### config.mk
export PLATFORM = sky130hd
export DESIGN_NAME = ms_div
export DESIGN_NICKNAME = d
export VERILOG_FILES = /design/src/rtl/pkg_mult.sv /design/src/rtl/start_fall_det.sv /design/src/rtl/ms_div.sv
export SDC_FILE = /design/constraint.sdc
export NUM_CORES = 1
export LEC_CHECK = 0
export ABC_AREA = 0
export BUFFER_PORTS_ARGS = -buffer_cell sky130_fd_sc_hd__buf_2
export CAP_MARGIN = 20
export CORE_UTILIZATION = 30
export CTS_CLUSTER_DIAMETER = 40
export DETAILED_ROUTE_END_ITERATION = 16
export GPL_ROUTABILITY_DRIVEN = 0
export GPL_TIMING_DRIVEN = 0
export MAX_ROUTING_LAYER = met4
export PLACE_DENSITY = 0.46
export SLEW_MARGIN = 20
export SYNTH_ARGS = -nofsm -noshare
export SYNTH_HDL_FRONTEND = slang
export SYNTH_HIERARCHICAL = 1
export SYNTH_SLANG_ARGS = --single-unit
### constraint.sdc
create_clock -name i_clk -period 2.6 [get_ports i_clk]
set_input_delay 0.26 -clock i_clk [delete_from_list [all_inputs] [get_ports i_clk]]
set_output_delay 0.26 -clock i_clk [all_outputs]
set_load 0.05 [all_outputs]
### src/rtl/pkg_mult.sv
// rtl/pkg_mult.sv - shared widths and divider state encoding for the multiply/divide pair
package pkg_mult;

    localparam int DW    = 8;
    localparam int DW2   = 17;
    localparam int CNT_W = $clog2(DW2 + 2);

    typedef enum logic [2:0] {
        IDLE,
        LOAD,
        DIV,
        FIX,
        DONE
    } div_state_e;

endpackage

### src/rtl/start_fall_det.sv
// rtl/start_fall_det.sv - falling-edge detector for the active-low start request
module start_fall_det (
    input  logic i_clk,
    input  logic i_rst,
    input  logic i_start,
    output logic o_pulse
);

    logic start_q;

    // Previous start level; resets high so a start held low through reset does not fire
    always_ff @(posedge i_clk or negedge i_rst) begin
        if (!i_rst) begin
            start_q <= 1'b1;
        end else begin
            start_q <= i_start;
        end
    end

    assign o_pulse = start_q & ~i_start;

endmodule

### src/rtl/ms_div.sv
// rtl/ms_div.sv - sequential signed restoring divider with start/ready handshake
module ms_div
    import pkg_mult::*;
(
    input  logic                  i_clk,
    input  logic                  i_rst,
    input  logic                  i_start,
    input  logic [DW2+DW+1:0]     i_sw,
    output logic signed [DW2:0]   o_quot,
    output logic signed [DW:0]    o_rem,
    output logic                  o_ready,
    output logic                  o_div0
);

    div_state_e        state;
    div_state_e        state_nxt;
    logic              start_pulse;
    logic              ready_nxt;

    logic [CNT_W-1:0]  cnt;
    logic [DW2:0]      quo_q;     // dividend magnitude shifting out, quotient bits shifting in
    logic [DW:0]       rem_q;     // partial remainder, always below the divisor magnitude
    logic [DW:0]       dmag_q;
    logic              neg_quo_q;
    logic              neg_rem_q;

    logic [DW2:0]      sw_dvd;
    logic [DW:0]       sw_dvs;
    logic [DW+1:0]     shifted;
    logic              fits;
    logic [DW:0]       rem_sub;

    assign sw_dvd = i_sw[DW2+DW+1:DW+1];
    assign sw_dvs = i_sw[DW:0];

    // One restoring step: bring in the next dividend bit and trial-subtract the divisor
    assign shifted = {rem_q, quo_q[DW2]};
    assign fits    = shifted >= {1'b0, dmag_q};
    assign rem_sub = shifted[DW:0] - dmag_q;

    start_fall_det u_start_det (
        .i_clk   (i_clk),
        .i_rst   (i_rst),
        .i_start (i_start),
        .o_pulse (start_pulse)
    );

    // State register
    always_ff @(posedge i_clk or negedge i_rst) begin
        if (!i_rst) begin
            state <= IDLE;
        end else begin
            state <= state_nxt;
        end
    end

    // Next-state logic; start edges outside IDLE are dropped
    always_comb begin
        state_nxt = state;
        case (state)
            IDLE:    if (start_pulse) state_nxt = LOAD;
            LOAD:    state_nxt = (sw_dvs == '0) ? DONE : DIV;
            DIV:     if (cnt == CNT_W'(1)) state_nxt = FIX;
            FIX:     state_nxt = DONE;
            DONE:    state_nxt = IDLE;
            default: state_nxt = IDLE;
        endcase
    end

    // Ready drops when operands are taken and returns in the completion cycle
    always_comb begin
        ready_nxt = o_ready;
        case (state)
            LOAD:    ready_nxt = 1'b0;
            DONE:    ready_nxt = 1'b1;
            default: ready_nxt = o_ready;
        endcase
    end

    // Datapath and result registers; results only change in FIX or on a divide by zero
    always_ff @(posedge i_clk or negedge i_rst) begin
        if (!i_rst) begin
            o_ready   <= 1'b1;
            o_quot    <= '0;
            o_rem     <= '0;
            o_div0    <= 1'b0;
            cnt       <= '0;
            quo_q     <= '0;
            rem_q     <= '0;
            dmag_q    <= '0;
            neg_quo_q <= 1'b0;
            neg_rem_q <= 1'b0;
        end else begin
            o_ready <= ready_nxt;
            case (state)
                LOAD: begin
                    quo_q     <= sw_dvd[DW2] ? -sw_dvd : sw_dvd;
                    dmag_q    <= sw_dvs[DW] ? -sw_dvs : sw_dvs;
                    neg_quo_q <= sw_dvd[DW2] ^ sw_dvs[DW];
                    neg_rem_q <= sw_dvd[DW2];
                    rem_q     <= '0;
                    cnt       <= CNT_W'(DW2 + 1);
                    if (sw_dvs == '0) begin
                        o_quot <= '0;
                        o_rem  <= '0;
                        o_div0 <= 1'b1;
                    end
                end
                DIV: begin
                    rem_q <= fits ? rem_sub : shifted[DW:0];
                    quo_q <= {quo_q[DW2-1:0], fits};
                    cnt   <= cnt - CNT_W'(1);
                end
                FIX: begin
                    // Truncating division: remainder follows the dividend's sign
                    o_quot <= neg_quo_q ? -quo_q : quo_q;
                    o_rem  <= neg_rem_q ? -rem_q : rem_q;
                    o_div0 <= 1'b0;
                end
                default: begin
                end
            endcase
        end
    end

endmodule

==> results by group, run 1 <==
Status
  • Status: completed

Yosys
  • Synthesized area per cell: 9.129 µm²
  • Post-synth EDFFs: 0
  • Mapped Cells: 480
  • Post-synth ARST share: 1.000
  • Yosys warnings: 6
  • Sequential area share after synthesis: 0.4346
  • Register bit total from synthesis: 76
  • Cell area after synthesis: 0.004382 mm²
  • Ranking of synthesized cells by area: dfrtp_1 (42%), o21ai_0 (8.8%), xor2_1 (7.4%), nand2_1 (6.0%), ha_1 (4.3%)
  • Synth top area share: 0.4226
  • Largest area contributor in the netlist: dfrtp_1
  • Syn nets: 526
  • Synth cell types: 51
  • Synth Flop Type: dfrtp_1

Clock tree
  • Clock tree from TritonCTS: yes
  • CTS max path bufs: 2
  • Total CTS buffers: 9
  • CTS root buffer: clkbuf_16
  • Clk sinks: 76
  • Worst skew pair latency: 340 ps
  • Max H-tree Level: 3
  • Clock-pin slew on the worst setup and hold paths: 60 ps

Flow run
  • Max cap viols: 0

STA
  • Final WS setup: 131.1 ps
  • Tmin final: 2469 ps
  • Slew margin rel.: 0.5344
  • Max Clock Freq: 405.0 MHz
  • Slew Viols, Final: 0
  • Final setup violation count: 0
  • Final hold vios: 0
  • Clk_skew: 9.031 ps
  • Worst slew pin tran: 695.8 ps
  • Tcrit/Tclk final: 0.9496

Placement
  • PortBufs: 57
  • Area post-placement: 0.004922 mm²
  • Placed Instances: 718
  • Dpl ws: -382.8 ps
  • Hpwl dp: 8.545 mm

Floorplan
  • Core area: 0.01404 mm²
  • Die X: 122.9 µm
  • Die outline area: 0.01509 mm²
  • Die Ht: 122.9 µm
  • Row Count: 43
  • Initial core utilization: 0.3120
  • IO Pins: 59

Finish
  • Final core occ: 0.3798
  • Post-Layout Cell Count: 740
  • Share of cells above drive strength 1: 0.1714
  • Filler cells: 1419
  • Ant. Diodes: 0
  • Final nets: 601
  • Cell area after layout: 0.005333 mm²
  • Area growth syn-to-layout: 21.70%

Setup path
  • WS Path Type: flop to flop
  • Setup crit end kind: flop
  • Buffers & Inverters on Critical Path: 3
  • Critical-path top delay cell: dfrtp_1
  • Crit start category: flop
  • Critical-path cell list: inv_2 -> ha_2 -> inv_1 -> fa_2 -> a21o_1 -> a221oi_4 -> o211ai_1 -> o311ai_2 -> buf_6 -> mux2i_1 -> o21ai_0
  • Worst path max stage delay: 410 ps
  • CP max FO: 8
  • Required @ worst endpoint: 2800 ps
  • Crit-path leading delay family: compound AO/OA/AOI/OAI gates
  • Critical Path AT: 2670 ps

Drt
  • Via density: 4.895
  • Post-route ant nets: 0
  • Pre-Repair DR Iteration Count: 5
  • DR iter-0 viols: 170
  • Routed wire length: 11.12 mm
  • DR WL/cell: 15.03 µm
  • Via count: 3622
  • Post-route DRC: 0

Power
  • P_leak: 2.450 nW
  • Maximum vdd drop: 0.4215 mV
  • Power Density: 1417 mW/mm²
  • Total power: 0.007558 W

Min path
  • Min-Delay Path Class: input port to flop

GRT
  • All-Layer GR Usage: 0.1638
  • Vias in the first global route: 3634
  • Grt ovf: 0
  • First-pass GRT wire length: 18.23 mm
  • Initial antenna violation count: 0
  • Largest net degree at the start of global routing: 51
## path summary, 6_finish.rpt
| kind | cells past startpoint | end | slack [ps] | from |
|---|---|---|---|---|
| min in group asynchronous | 2 | o_quot[12] | 370 | i_rst |
| worst min register to register | 2 | o_ready | 460 | o_ready |
| worst max-delay path | 11 | rem_q[1] | 130 | quo_q[17] |
| worst max register to register | 11 | rem_q[1] | 130 | quo_q[17] |
| max in group asynchronous | 3 | o_ready | 1610 | i_rst |
| worst min-delay path | 1 | u_start_det/start_q | 40 | i_start |
## worst reg2reg max path, stage by stage (launching register included)
cell and delay, ps:
dfrtp_1 410, inv_2 80, ha_2 170, inv_1 50, fa_2 350, a21o_1 240, a221oi_4 260, o211ai_1 150
o311ai_2 140, buf_6 210, mux2i_1 190, o21ai_0 90
## synthesized netlist by cell type (2+ instances only)
cell type	count
xor2_1	37
nor3_1	5
a221oi_1	3
nor2_1	13
o21ai_0	77
dfrtp_1	74
a21boi_0	2
a21oi_1	8
o41ai_1	4
or4_1	3
nand2b_1	6
or3_4	2
dfstp_2	2
o311ai_0	2
and3_1	2
xnor2_1	9
nand4_1	2
ha_1	15
nor2b_1	4
or3_1	10
inv_1	27
nor3b_1	2
mux2i_1	11
nand2_1	70
nand3b_1	3
clkbuf_1	24
a21o_1	3
nand3_1	8
nor4_1	4
a22oi_1	16
o31ai_1	12
## area by class of cell
cell class | count | area [µm²] | area share
Tap cell | 180 | 225.2 | 0.04223
Clock buffer | 12 | 256.5 | 0.04810
Timing Repair Buffer | 64 | 375.4 | 0.07039
Sequential cell | 76 | 1904 | 0.3571
Multi-Input combinational cell | 352 | 2311 | 0.4334
Clock inverter | 4 | 55.05 | 0.01032
Inverter | 27 | 101.3 | 0.01901
Buffer | 25 | 103.9 | 0.01947
## kinds of logic after synthesis
family | count (synthesis) | share of synthesized area
AOI/OAI and AO/OA | 139 | 0.1982
and+or+nand+nor | 139 | 0.1553
DFF | 76 | 0.4346
buffers and inverters | 52 | 0.04483
xor gates and xnor gates | 46 | 0.09195
adders and majority gates | 16 | 0.04740
muxes | 12 | 0.02770
## registers in the layout, summed over array words and instances, names as in the netlist
register,count
dmag_q,9
cnt,5
state,3
quo_q,18
neg_rem_q,1
u_start_det/start_q,1
o_div0,1
o_quot,18
o_rem,9
o_ready,1
rem_q,9
neg_quo_q,1
## what timing repair did
item	in CTS	in global routing
resized for setup	6	11
hold buffers	1	0
setup endpoints to repair	9	28
cloned	0	0
endpoints found under the hold margin	26	0
pin swaps	1	4
setup buffers	2	3
## routing by layer
metal / part of all wire / GRT usage / vias to the layer above / wire length [µm]
li1: - / - / 1847 / -
met1: 0.49 / 0.2133 / 1705 / 5466
met2: 0.46 / 0.2475 / 60 / 5089
met3: 0.036 / 0.02928 / 10 / 401
met4: 0.014 / 0.07317 / 0 / 161
met5: 0 / - / - / 0
## through the flow
step	hold slack, ps	setup TNS (ps)
after detailed placement	205.1	-2735
after global placement	396.3	-2411
final	40.68	0
after CTS	29.14	0
after global routing	33.20	-33.45
after floorplan	-35.59	0
## cells in the final DEF (no fill, tap or decap), types with 10 or more instances in the layout
cell type  synthesis  routed
buf_2              1      57
o21ai_0           77      75
ha_1              15      14
inv_1             27      26
nor2_1            13      13
a22oi_1           16      16
xor2_1            37      37
o31ai_1           12      12
or3_1             10      10
dfrtp_1           74      74
nand2_1           70      70
mux2i_1           11      11
clkbuf_1          24      23
## where the power goes
| part | switching, W | internal [W] |
|---|---|---|
| Sequential | 0.000492 | 0.00172 |
| Clock | 0.000507 | 0.000803 |
| Combinational | 0.00252 | 0.00152 |
(Power assumes the default switching activity.)
==> inputs of run 2 (changes only) <==
Settings changed: BUFFER_PORTS_ARGS -buffer_cell sky130_fd_sc_hd__buf_2 to default, DONT_BUFFER_PORTS from default to 1, PLACE_DENSITY 0.46 to 0.42.
==> run 2 against run 1 <==
Effect of this change: clock skew fell by 0.66 ps; clock-buffer cell count fell by 2; setup slack lost 15 ps; critical endpoint is now rem_q[2]; die area did not move; global-route usage grew 0.29 points; routed wire length rose by 2.3%.
==> results by group, run 2 (synthesized netlist as in run 1, its figures left out) <==
Finish
  • Top Registers: o_quot (18), quo_q (18) (unchanged)
  • Most frequent cells in the layout: dfrtp_1 (74), o21ai_0 (73), nand2_1 (70), xor2_1 (37), inv_1 (25) (was o21ai_0 (75), dfrtp_1 (74), nand2_1 (70), buf_2 (57), xor2_1 (37))
  • Final core occ: 0.3650 (was 0.3798)
  • Post-Layout Cell Count: 686 (was 740)
  • Area growth syn-to-layout: 16.96% (was 21.70%)
  • Most common cell after layout, fill and taps aside: dfrtp_1 (was o21ai_0)
  • Ant. Diodes: 0 (unchanged)
  • Final nets: 547 (was 601)
  • Share of cells above drive strength 1: 0.09289 (was 0.1714)

Setup path
  • CP max FO: 5 (was 8)
  • Required @ worst endpoint: 2810 ps (was 2800 ps)
  • R2r worst-path depth: 11 (unchanged)
  • Most frequent cell on the critical path: inv_2
  • Crit start category: flop (unchanged)
  • Critical-path top delay cell: dfrtp_1 (unchanged)
  • WS Path Type: flop to flop (unchanged)
  • Worst r2r src: quo_q[17] (unchanged)
  • Crit-path leading delay family: compound AO/OA/AOI/OAI gates (unchanged)
  • Buffers & Inverters on Critical Path: 3 (unchanged)
  • Worst path max stage delay: 410 ps (about the same)
  • R2R Path End: rem_q[2] (was rem_q[1])
  • R2R setup slack: 120 ps (was 130 ps)
  • Critical Path AT: 2690 ps (was 2670 ps)
  • Setup crit end kind: flop (unchanged)
  • Critical-path cell list: inv_2 -> ha_4 -> inv_2 -> fa_2 -> a21o_1 -> a221oi_4 -> o211ai_1 -> o311ai_4 -> buf_6 -> mux2i_1 -> o21ai_1 (was inv_2 -> ha_2 -> inv_1 -> fa_2 -> a21o_1 -> a221oi_4 -> o211ai_1 -> o311ai_2 -> buf_6 -> mux2i_1 -> o21ai_0)

STA
  • Clk_skew: 8.372 ps (was 9.031 ps)
  • Max Clock Freq: 402.5 MHz (was 405.0 MHz)
  • Final hold vios: 0 (unchanged)
  • Tcrit/Tclk final: 0.9555 (was 0.9496)
  • Tmin final: 2484 ps (was 2469 ps)
  • Slew Viols, Final: 0 (unchanged)
  • Worst slew pin tran: 592.8 ps (was 695.8 ps)
  • Slew margin rel.: 0.6048 (was 0.5344)
  • Hold_ws: 86.17 ps (was 40.68 ps)
  • Final setup violation count: 0 (unchanged)

GRT
  • Initial antenna violation count: 0 (unchanged)
  • First-pass GRT wire length: 18.20 mm (was 18.23 mm)
  • Grt ovf: 0 (unchanged)
  • Largest net degree at the start of global routing: 77 (was 51)
  • All-Layer GR Usage: 0.1667 (was 0.1638)
  • Vias in the first global route: 3355 (was 3634)

Floorplan
  • Die X: 122.9 µm (unchanged)
  • Core area: 0.01404 mm² (unchanged)
  • Row Count: 43 (unchanged)
  • Die outline area: 0.01509 mm² (unchanged)
  • Die Ht: 122.9 µm (unchanged)
  • Initial core utilization: 0.3120 (unchanged)
  • IO Pins: 59 (unchanged)

Drt
  • Pre-Repair DR Iteration Count: 4 (was 5)
  • DR iter-0 viols: 148 (was 170)
  • Via count: 3427 (was 3622)
  • Post-route ant nets: 0 (unchanged)
  • Routed wire length: 11.38 mm (was 11.12 mm)
  • DR WL/cell: 16.59 µm (was 15.03 µm)
  • Post-route DRC: 0 (unchanged)
  • Via density: 4.996 (was 4.895)

Power
  • P_leak: 2.232 nW (was 2.450 nW)
  • Maximum vdd drop: 0.4327 mV (was 0.4215 mV)
  • Power Density: 1466 mW/mm² (was 1417 mW/mm²)

Clock tree
  • Total CTS buffers: 9 (unchanged)
  • Worst skew pair latency: 340 ps (about the same)
  • Clk sinks: 76 (unchanged)
  • CTS root buffer: clkbuf_16 (unchanged)
  • Clock tree from TritonCTS: yes (unchanged)
  • Max H-tree Level: 3 (unchanged)
  • CTS max path bufs: 2 (unchanged)
  • Clock-pin slew on the worst setup and hold paths: 70 ps (was 60 ps)

Min path
  • Hold depth: 2 (was 1)
  • Min-Delay Path Class: input port to flop (unchanged)
  • Min-delay src: i_sw[9] (was i_start)
  • WHS Endpoint: quo_q[0] (was u_start_det/start_q)

Flow run
  • Max cap viols: 0 (unchanged)

Placement
  • Placed Instances: 660 (was 718)
  • Hpwl dp: 8.447 mm (was 8.545 mm)
  • PortBufs: 0 (was 57)

Status
  • Status: completed (unchanged)
[run 2: cell types whose count changed in the layout (fill, tap and decap cells not counted), sizes merged]
cell / change
buf: -55
bufinv: +1
clkbuf: -2
clkinv: +1
dlygate4sd3: +1
[run 2: final cells by class]
cell class	count	area, µm²
clock buffer	10	239.0
buffer	25	103.9
clock inverter	6	93.84
sequential	76	1904
tap	180	225.2
multi-input combinational	352	2360
inverter	27	101.3
timing repair buffer	10	97.59
fill	1411	8917
[run 2: timing repair]
action                     CTS  global route
resized for setup            7            19
hold endpoints to repair    77             0
pin swaps                    0             7
hold buffers                 3             0
setup buffers                1             5
gates cloned                 1             0
setup endpoints to repair    9            26
[run 2: routing by layer]
metal / share of wire / vias up / track usage
met3: 0.061 / 6 / 0.06366
li1: - / 1739 / -
met2: 0.44 / 65 / 0.2370
met4: 0.0084 / 0 / 0.04573
met5: 0 / - / -
met1: 0.49 / 1617 / 0.2189
[run 2: through the flow]
stage               area (µm²)  worst slack, ps  TNS [ps]  total power, W
finish                    5125            115.7         0        0.007511
floorplan                 4382            84.18         0        0.005006
global placement          4607           -346.8     -2520        0.005700
detailed placement        4607           -365.4     -2675        0.005748
CTS                       5027            8.564         0        0.007360
global route              5125           -8.059    -8.059        0.008144
[run 2: report_power, final]
part	leakage [nW]	internal [W]	switching [W]	total [W]
combinational	1.13	0.00139	0.00168	0.00307
sequential	0.945	0.00171	0.00133	0.00304
clock	0.160	0.000875	0.000522	0.00140
[run 2: worst max-delay path by stage]
stage               slack [ps]       end  startpoint  cells past startpoint
floorplan                   80  rem_q[1]   quo_q[17]                     11
global placement          -350  rem_q[2]   quo_q[17]                     11
detailed placement        -370  rem_q[2]   quo_q[17]                     11
CTS                          9  rem_q[2]   quo_q[17]                     11
global route                -8  rem_q[5]    rem_q[2]                      8
finish                     120  rem_q[2]   quo_q[17]                     11
==> inputs of run 3 (changes only) <==
Settings changed: PLACE_DENSITY 0.42 to 0.41.
Clock period 2.6 ns to 3.1 ns, I/O delays scaled along.
==> run 3 against run 2 <==
Effect of this change: sequential power is 16% lower; critical path depth stayed put; combinational power is 26% lower; cell area is 3.3% lower; first-iteration DRC count is 23% higher; non-clock buffer count is 7 lower.
==> results by group, run 3 (synthesized netlist as in run 1, its figures left out) <==
Clock tree
  • CTS max path bufs: 2 (unchanged)
  • Clk sinks: 76 (unchanged)
  • Clock tree from TritonCTS: yes (unchanged)
  • Clock-pin slew on the worst setup and hold paths: 60 ps (was 70 ps)
  • Worst skew pair latency: 340 ps (about the same)
  • Max H-tree Level: 3 (unchanged)
  • CTS root buffer: clkbuf_16 (unchanged)
  • Post-CTS Setup Bufs: 0 (was 1)
  • Total CTS buffers: 9 (unchanged)

STA
  • Max Clock Freq: 348.0 MHz (was 402.5 MHz)
  • Tmin final: 2873 ps (was 2484 ps)
  • Slew Viols, Final: 0 (unchanged)
  • Final setup TNS: 0 ps (unchanged)
  • Hold_ws: 141.3 ps (was 86.17 ps)
  • Final WS setup: 226.6 ps (was 115.7 ps)
  • Tcrit/Tclk final: 0.9269 (was 0.9555)
  • Clk_skew: 5.956 ps (was 8.372 ps)
  • RSZ-0062 raised after global routing: no
  • Slew margin rel.: 0.5655 (was 0.6048)
  • Worst slew pin tran: 649.3 ps (was 592.8 ps)
  • Final setup violation count: 0 (unchanged)
  • Final hold vios: 0 (unchanged)

Finish
  • Share of cells above drive strength 1: 0.05611 (was 0.09289)
  • Filler cells: 1444 (was 1411)
  • Post-Layout Cell Count: 679 (was 686)
  • Area growth syn-to-layout: 13.05% (was 16.96%)
  • Cell area after layout: 0.004954 mm² (was 0.005125 mm²)
  • Register area: 0.001904 mm² (unchanged)
  • Final nets: 540 (was 547)
  • Most common cell after layout, fill and taps aside: o21ai_0 (was dfrtp_1)
  • Most frequent cells in the layout: o21ai_0 (77), dfrtp_1 (74), nand2_1 (70), xor2_1 (37), inv_1 (27) (was dfrtp_1 (74), o21ai_0 (73), nand2_1 (70), xor2_1 (37), inv_1 (25))
  • Ant. Diodes: 0 (unchanged)
  • Area of the multi-input gates: 0.002287 mm² (was 0.002360 mm²)
  • Top Registers: o_quot (18), quo_q (18) (unchanged)

GRT
  • First-pass GRT wire length: 18.13 mm (was 18.20 mm)
  • All-Layer GR Usage: 0.1657 (was 0.1667)
  • Largest net degree at the start of global routing: 77 (unchanged)
  • Vias in the first global route: 3442 (was 3355)
  • Initial antenna violation count: 0 (unchanged)
  • Grt ovf: 0 (unchanged)

Setup path
  • Setup crit end kind: flop (unchanged)
  • WS Path Type: flop to flop (unchanged)
  • CP max FO: 10 (was 5)
  • Crit-path leading delay family: compound AO/OA/AOI/OAI gates (unchanged)
  • R2R setup slack: 230 ps (was 120 ps)
  • Buffers & Inverters on Critical Path: 3 (unchanged)
  • Critical Path AT: 3070 ps (was 2690 ps)
  • Worst path max stage delay: 400 ps (was 410 ps)
  • Required @ worst endpoint: 3300 ps (was 2810 ps)
  • Most frequent cell on the critical path: inv_1 (was inv_2)
  • Crit start category: flop (unchanged)
  • Critical-path cell list: inv_1 -> ha_1 -> inv_1 -> fa_1 -> a21o_1 -> a221oi_2 -> o211ai_1 -> o311ai_0 -> clkbuf_4 -> mux2i_1 -> o21ai_0 (was inv_2 -> ha_4 -> inv_2 -> fa_2 -> a21o_1 -> a221oi_4 -> o211ai_1 -> o311ai_4 -> buf_6 -> mux2i_1 -> o21ai_1)
  • Critical-path top delay cell: dfrtp_1 (unchanged)

Floorplan
  • Initial core utilization: 0.3120 (unchanged)
  • IO Pins: 59 (unchanged)
  • Row Count: 43 (unchanged)
  • Core area: 0.01404 mm² (unchanged)
  • Die outline area: 0.01509 mm² (unchanged)
  • Die Ht: 122.9 µm (unchanged)
  • Die X: 122.9 µm (unchanged)

Power
  • P_leak: 2.169 nW (was 2.232 nW)
  • Maximum vdd drop: 0.3609 mV (was 0.4327 mV)
  • Power Density: 1181 mW/mm² (was 1466 mW/mm²)

Drt
  • Post-route ant nets: 0 (unchanged)
  • Via count: 3402 (was 3427)
  • Post-route DRC: 0 (unchanged)
  • DR iter-0 viols: 182 (was 148)
  • Pre-Repair DR Iteration Count: 6 (was 4)
  • Routed wire length: 11.19 mm (was 11.38 mm)
  • DR WL/cell: 16.48 µm (was 16.59 µm)
  • Via density: 5.010 (was 4.996)

Min path
  • Min-Delay Path Class: input port to flop (unchanged)

Placement
  • PortBufs: 0 (unchanged)
  • Hpwl dp: 8.415 mm (was 8.447 mm)
  • Area post-placement: 0.004607 mm² (unchanged)
  • Placed Instances: 660 (unchanged)
  • Dpl ws: 68.19 ps (was -365.4 ps)

Status
  • Status: completed (unchanged)

Flow run
  • Max cap viols: 0 (unchanged)
## run 3: cell types whose count changed in the layout (fill, tap and decap cells not counted), moves of 3 or more
cell      previous run  this run
buf_4                6         0
clkbuf_1            22        25
ha_1                12        15
ha_4                 3         0
o21ai_0             73        77
o21ai_1              5         1
## run 3: layout make-up
cell class,instances,share of cell area
timing repair buffer,3,0.009598
buffer,25,0.01970
sequential,76,0.3844
clock inverter,3,0.004041
inverter,27,0.02046
multi-input combinational,352,0.4617
tap,180,0.04547
clock buffer,13,0.05456
## run 3: power breakdown
group          leakage [nW]  total, W  switching (W)  internal, W
Sequential            0.945   0.00254        0.00110      0.00143
Combinational          1.09   0.00228        0.00131     0.000972
Clock                 0.138   0.00103       0.000421     0.000607
## run 3: stage by stage
stage,util,power [W]
after floorplan,-,0.004199
after global placement,0.3281,0.004804
after detailed placement,0.3281,0.004834
after CTS,0.3521,0.005912
after global routing,0.3528,0.006388
final,0.3528,0.005849
## run 3: repair_timing
action / 4_1_cts / 5_1_grt
resized for setup: 0 / 2
setup endpoints to repair: 0 / 7
hold buffers: 3 / 0
endpoints found under the hold margin: 77 / 0
## run 3: layer usage
metal,share of wire,global-route usage,wire [µm]
met5,0,-,0
met4,0.019,0.06860,210
met3,0.052,0.04043,582
met2,0.43,0.2405,4839
met1,0.50,0.2189,5557
## run 3: worst reg2reg max path: stages, from the launching register on
cell      delay, ps
dfrtp_1         400
inv_1           130
ha_1            170
inv_1            50
fa_1            400
a21o_1          210
a221oi_2        330
o211ai_1        120
o311ai_0        210
clkbuf_4        380
mux2i_1         240
o21ai_0          90
## run 3: final timing paths
kind | depth (start not counted) | startpoint | endpoint
min in group asynchronous | 2 | i_rst | dmag_q[1]
worst min register to register | 2 | dmag_q[1] | dmag_q[1]
worst max-delay path | 11 | quo_q[17] | rem_q[6]
max in group asynchronous | 2 | i_rst | o_quot[9]
worst min-delay path | 2 | i_sw[9] | quo_q[0]
worst max register to register | 11 | quo_q[17] | rem_q[6]
